`config.mk`:
```
export PLATFORM = sky130hd
export DESIGN_NAME = multimode_counter
export DESIGN_NICKNAME = d
export VERILOG_FILES = /design/src/rtl/multimode_counter_pkg.sv /design/src/rtl/multimode_counter_next_value.sv /design/src/rtl/multimode_counter.sv
export SDC_FILE = /design/constraint.sdc
export NUM_CORES = 1
export LEC_CHECK = 0
export ABC_AREA = 1
export CAP_MARGIN = 20
export CORE_MARGIN = 3
export CORE_UTILIZATION = 30
export CTS_CLUSTER_DIAMETER = 50
export DETAILED_ROUTE_END_ITERATION = 7
export HOLD_SLACK_MARGIN = 0.02
export PLACE_DENSITY = 0.62
export SLEW_MARGIN = 25
export SYNTH_ARGS = -nofsm -noshare
export SYNTH_HDL_FRONTEND = slang
export SYNTH_HIERARCHICAL = 1
export SYNTH_SLANG_ARGS = --single-unit
```
`constraint.sdc`:
```
create_clock -name CLK -period 2.1 [get_ports CLK]
set_input_delay 0.42 -clock CLK [delete_from_list [all_inputs] [get_ports CLK]]
set_output_delay 0.42 -clock CLK [all_outputs]
set_load 0.005 [all_outputs]
```
`src/rtl/multimode_counter_pkg.sv`:
```
// -----------------------------------------------------------------------------
// multimode_counter_pkg
// Shared constants and types for the multimode counter slice.
//   MODE_*  : terminal-behaviour selector values carried on the MODE port.
//   state_t : 2-bit counter state (COUNTING / HELD / DONE). The fourth code
//             is unused and recovers to COUNTING on the next clock edge.
// -----------------------------------------------------------------------------
package multimode_counter_pkg;

  localparam logic [1:0] MODE_WRAP    = 2'b00;
  localparam logic [1:0] MODE_SAT     = 2'b01;
  localparam logic [1:0] MODE_ONESHOT = 2'b10;

  typedef enum logic [1:0] {
    ST_COUNTING = 2'b00,
    ST_HELD     = 2'b01,
    ST_DONE     = 2'b10
  } state_t;

  // True for the three defined state codes.
  function automatic logic state_is_legal(input state_t s);
    return (s == ST_COUNTING) || (s == ST_HELD) || (s == ST_DONE);
  endfunction

endpackage

```
`src/rtl/multimode_counter_next_value.sv`:
```
// -----------------------------------------------------------------------------
// multimode_counter_next_value
// Combinational step logic: given the current count and state, works out what
// one enabled count step produces.
//   count      in  W  current registered count
//   dir        in  1  1 = up, 0 = down
//   mode       in  2  terminal behaviour (wrap / saturate / one-shot, 11 = wrap)
//   max_val    in  W  active terminal value
//   state      in  2  current state
//   next_count out W  count after the step
//   terminal   out 1  step reaches a terminal event that must pulse TRIG_OUT
//   next_state out 2  state after the step
// -----------------------------------------------------------------------------
module multimode_counter_next_value
  import multimode_counter_pkg::*;
#(
  parameter int COUNTER_WIDTH = 4
) (
  input  logic [COUNTER_WIDTH-1:0] count,
  input  logic                     dir,
  input  logic [1:0]               mode,
  input  logic [COUNTER_WIDTH-1:0] max_val,
  input  state_t                   state,
  output logic [COUNTER_WIDTH-1:0] next_count,
  output logic                     terminal,
  output state_t                   next_state
);

  logic                     at_term;
  logic [COUNTER_WIDTH-1:0] restart_val;

  always_comb begin
    // Up uses >= so that lowering MAX below the current count still
    // terminates on the next step instead of running on to 2^W.
    at_term     = dir ? (count >= max_val) : (count == '0);
    restart_val = dir ? '0 : max_val;
    next_count  = count;
    terminal    = 1'b0;
    next_state  = ST_COUNTING;

    case (state)
      ST_DONE: begin
        // One-shot finished: stepping is ignored until LOAD/CLEAR/reset.
        next_state = ST_DONE;
      end
      ST_COUNTING, ST_HELD: begin
        if (!at_term) begin
          // Also the exit from HELD when DIR points away from the terminal.
          next_count = dir ? count + 1'b1 : count - 1'b1;
          next_state = ST_COUNTING;
        end else if (mode == MODE_SAT) begin
          // Pulse only on entry to HELD, not on every cycle spent there.
          next_state = ST_HELD;
          terminal   = (state == ST_COUNTING);
        end else if (mode == MODE_ONESHOT) begin
          next_count = restart_val;
          next_state = ST_DONE;
          terminal   = 1'b1;
        end else begin
          // Wrap (MODE 00 and the spare code 11).
          next_count = restart_val;
          next_state = ST_COUNTING;
          terminal   = 1'b1;
        end
      end
      default: begin
        next_state = ST_COUNTING;
      end
    endcase
  end

endmodule

```
`src/rtl/multimode_counter.sv`:
```
// -----------------------------------------------------------------------------
// multimode_counter
// Up/down counter with synchronous clear/load, a fixed or run-time terminal
// value and wrap / saturate / one-shot terminal behaviours. TRIG_OUT of one
// stage is meant to drive ENABLE of the next in cascaded timing chains.
//   CLK        in  1  rising-edge clock
//   RESET_N    in  1  asynchronous active-low reset
//   ENABLE     in  1  count-step qualifier
//   DIR        in  1  1 = up, 0 = down
//   MODE       in  2  00 wrap, 01 saturate, 10 one-shot, 11 wrap
//   CLEAR      in  1  synchronous clear (highest priority)
//   LOAD       in  1  synchronous load of LOAD_VALUE, clamped to MAX
//   LOAD_VALUE in  W  load value
//   MAX_VALUE  in  W  run-time terminal value (RUNTIME_MAX = 1 only)
//   COUNT      out W  registered count
//   TRIG_OUT   out 1  registered one-cycle terminal pulse
//   RUNNING    out 1  high while counting (not HELD, not DONE)
// -----------------------------------------------------------------------------
module multimode_counter
  import multimode_counter_pkg::*;
#(
  parameter int COUNTER_WIDTH = 4,
  parameter int COUNTER_MAX   = 9,
  parameter int RUNTIME_MAX   = 0
) (
  input  logic                     CLK,
  input  logic                     RESET_N,
  input  logic                     ENABLE,
  input  logic                     DIR,
  input  logic [1:0]               MODE,
  input  logic                     CLEAR,
  input  logic                     LOAD,
  input  logic [COUNTER_WIDTH-1:0] LOAD_VALUE,
  input  logic [COUNTER_WIDTH-1:0] MAX_VALUE,
  output logic [COUNTER_WIDTH-1:0] COUNT,
  output logic                     TRIG_OUT,
  output logic                     RUNNING
);

  localparam logic [COUNTER_WIDTH-1:0] FIXED_MAX = COUNTER_WIDTH'(COUNTER_MAX);

  // Loaded values above the terminal are clamped so the count never starts
  // outside the 0..MAX range.
  function automatic logic [COUNTER_WIDTH-1:0] sat_load(
    input logic [COUNTER_WIDTH-1:0] value,
    input logic [COUNTER_WIDTH-1:0] limit
  );
    return (value > limit) ? limit : value;
  endfunction

  logic [COUNTER_WIDTH-1:0] max_sel;
  logic [COUNTER_WIDTH-1:0] step_count;
  logic                     step_term;
  state_t                   step_state;

  logic [COUNTER_WIDTH-1:0] count_p1;
  logic                     trig_p1;
  state_t                   state_p1;

  assign max_sel = (RUNTIME_MAX != 0) ? MAX_VALUE : FIXED_MAX;

  multimode_counter_next_value #(
    .COUNTER_WIDTH (COUNTER_WIDTH)
  ) u_next_value (
    .count      (count_p1),
    .dir        (DIR),
    .mode       (MODE),
    .max_val    (max_sel),
    .state      (state_p1),
    .next_count (step_count),
    .terminal   (step_term),
    .next_state (step_state)
  );

  // ---- stage p1: count / trigger / state registers ----
  always_ff @(posedge CLK or negedge RESET_N) begin
    if (!RESET_N) begin
      count_p1 <= '0;
      trig_p1  <= 1'b0;
      state_p1 <= ST_COUNTING;
    end else if (CLEAR) begin
      count_p1 <= '0;
      trig_p1  <= 1'b0;
      state_p1 <= ST_COUNTING;
    end else if (LOAD) begin
      count_p1 <= sat_load(LOAD_VALUE, max_sel);
      trig_p1  <= 1'b0;
      state_p1 <= ST_COUNTING;
    end else if (ENABLE) begin
      count_p1 <= step_count;
      trig_p1  <= step_term;
      state_p1 <= step_state;
    end else begin
      // Idle edge: hold, but still scrub the unused state code.
      trig_p1  <= 1'b0;
      state_p1 <= state_is_legal(state_p1) ? state_p1 : ST_COUNTING;
    end
  end

  assign COUNT    = count_p1;
  assign TRIG_OUT = trig_p1;
  assign RUNNING  = (state_p1 == ST_COUNTING);

endmodule

```
==> qor.txt <==
min-delay worst type - in2async
Worst path max stage delay - 490 ps
synthesized area - 797.0 µm²
Ys Warns - 6
VDD IR max - 501.6 µV
initial DRC count - 13
core area - 2500 µm²
leakage - 0.5677 nW
Post-CTS Setup Inserts - 0
DR vias - 821
top cells by area, synth - dfrtp_1 22%, nand2_1 22%, ha_1 9.4%
critical-path maximum fanout - 4
Rows - 18
Final ANT Viol Nets - 0
Mapped Avg Cell Area - 6.178 µm²
vias in the first global route - 785
initial antenna violation count - 0
Worst path slowest cell - clkdlybuf4s50_1
routed wire length - 1.854 mm
pre-CTS setup slack - -66.63 ps
synth unique cells - 23
largest net degree at the start of global routing - 11
Tot GR Track Use - 12.05%
post-CTS sizing - 0
cells after synthesis - 129
wire length of the first global-routing pass - 3.146 mm
max frequency - 527.6 MHz
DR DRC count - 0
worst clock skew - 0.8067 ps
grt total ovfl - 0
Die ar. - 3311 µm²
family with the most delay on the worst path - buffers and inverters
commonest non-fill, non-tap cells in the layout - 46 x nand2_1, 17 x clkdlybuf4s50_1, 16 x inv_1
min cycle time layout - 1895 ps
RSZ-0062 raised after global routing - false
Crit. End Element - flip-flop
Nets - 181
H-tree depth - 1
gpl congestion - 0.7627
Clk Latency, worst-skew pair - 250 ps
Required @ worst endpoint - 2230 ps
Max Cap Violations - 0
drt via density - 4.390
period utilization - 90.25%
Post-Place Cells - 183
CP arrival - 2020 ps
routed wirelength normalized by instance count - 9.914 µm
Clock Tree Root - clkbuf_4
DP Wirelength - 1.605 mm
flops & latches, synth - 7
worst setup margin - 204.7 ps
Reg clk slew, reported paths - 50 ps
Fin Setup TNS - 0 ps
Seq/Total Area, Yosys - 21.98%
clock buffer depth - 2
area delta synth->final - 34.07%
num ports - 22
Slew Limit Fails - 0
Worst setup SP type - input pin
die width - 57.55 µm
status - finished, final reports clean
# diodes - 0
Hold-fix buffers, CTS - 0
post-route insts no fill - 187
area leader, netlist - dfrtp_1
drt pass-1 iters - 3
port bufs - 17
pwr/cell area - 481.3 nW/µm²
layout filler cell count - 260
# setup viols final - 0
CTS tree - done
Worst Path Buf+Inv - 2
Hold Vio Cnt, Final - 0
critical path class - in2reg
most common cell after layout, fill and taps aside - nand2_1
Starting Density - 31.88%
cell mode on critical path - nand2_1
crit-path cells - clkdlybuf4s50_1 -> inv_2 -> ha_1 -> a21oi_1 -> nand3_1 -> nand2_1 -> nand2_1 -> nand3_1 -> nand2_1 -> o21ai_0 -> o21ai_1
top-area cell type share of the netlist area - 21.98%
fin util - 42.74%
CTS buffer count - 3
share of layout cells above drive strength 1 - 12.10%
Sink Count - 7
die height - 57.55 µm
## where the power goes
group / leakage [nW] / switching (mW) / internal [mW]
logic: 0.459 / 0.122 / 0.112
registers: 0.0940 / 0.0170 / 0.145
clock network: 0.0150 / 0.0460 / 0.0723
total: 0.568 / 0.185 / 0.330
## synth_stat cells
library cell	count
nand2_1	46
inv_1	16
nand3_1	15
nor2_1	9
o21ai_0	9
dfrtp_1	7
ha_1	6
inv_2	4
conb_1	2
nand2_2	2
a21oi_1	1
and2_1	1
buf_6	1
fa_1	1
nor3_2	1
nor3_4	1
nor3b_2	1
o21ai_1	1
o21ai_2	1
o22ai_1	1
or2_2	1
xnor2_1	1
xor2_1	1
## path summary, 6_finish.rpt
path | startpoint | endpoint | slack, ps | depth (start not counted)
setup / recovery | DIR | COUNT[3] | 200 | 11
hold reg to reg | state_p1[0] | state_p1[0] | 580 | 2
min in group CLK | state_p1[0] | state_p1[0] | 580 | 2
max in group asynchronous | RESET_N | COUNT[1] | 1440 | 1
setup reg to reg | COUNT[2] | COUNT[0] | 340 | 12
hold / removal | RESET_N | COUNT[0] | 430 | 1
## state kept, by name, summed over array words and instances, names as in the netlist
name,flops
state_p1,2
TRIG_OUT,1
COUNT,4
## area by class of cell
| class | count | area [µm²] | area share [%] |
|---|---|---|---|
| multi-input combinational | 104 | 546.8 | 51.17 |
| inverter | 20 | 75.07 | 7.026 |
| clock buffer | 4 | 26.28 | 2.459 |
| tap | 30 | 37.54 | 3.513 |
| timing repair buffer | 22 | 207.7 | 19.44 |
| sequential | 7 | 175.2 | 16.39 |
## logic make-up after synthesis
family / share of synthesized area [%]
AO/OA/AOI/OAI: 8.790
XOR/XNOR: 2.198
adder cells (fa/ha/maj): 11.93
buffers and inverters: 10.83
flip-flops: 21.98
other: 0.9423
AND/OR/NAND/NOR: 43.33
## per-layer routing
layer	GRT usage [%]	share of wire, %	up-vias
li1	-	-	456
met1	14.38	45	357
met2	22.58	53	8
met3	2.036	2.0	0
met4	1.987	0	0
met5	0	0	-
## metrics by stage
step | total power [mW] | cell area (µm²) | hold WS [ps]
6_report | 0.5143 | 1069 | 426.0
5_1_grt | 0.5646 | 1069 | 431.8
4_1_cts | 0.5222 | 1069 | 428.6
3_5_place_dp | 0.4008 | 1042 | 573.1
3_3_place_gp | 0.3947 | 1042 | 560.0
2_1_floorplan | 0.3065 | 808.3 | 124.4
Note: power is estimated with default switching activity, not from simulation.
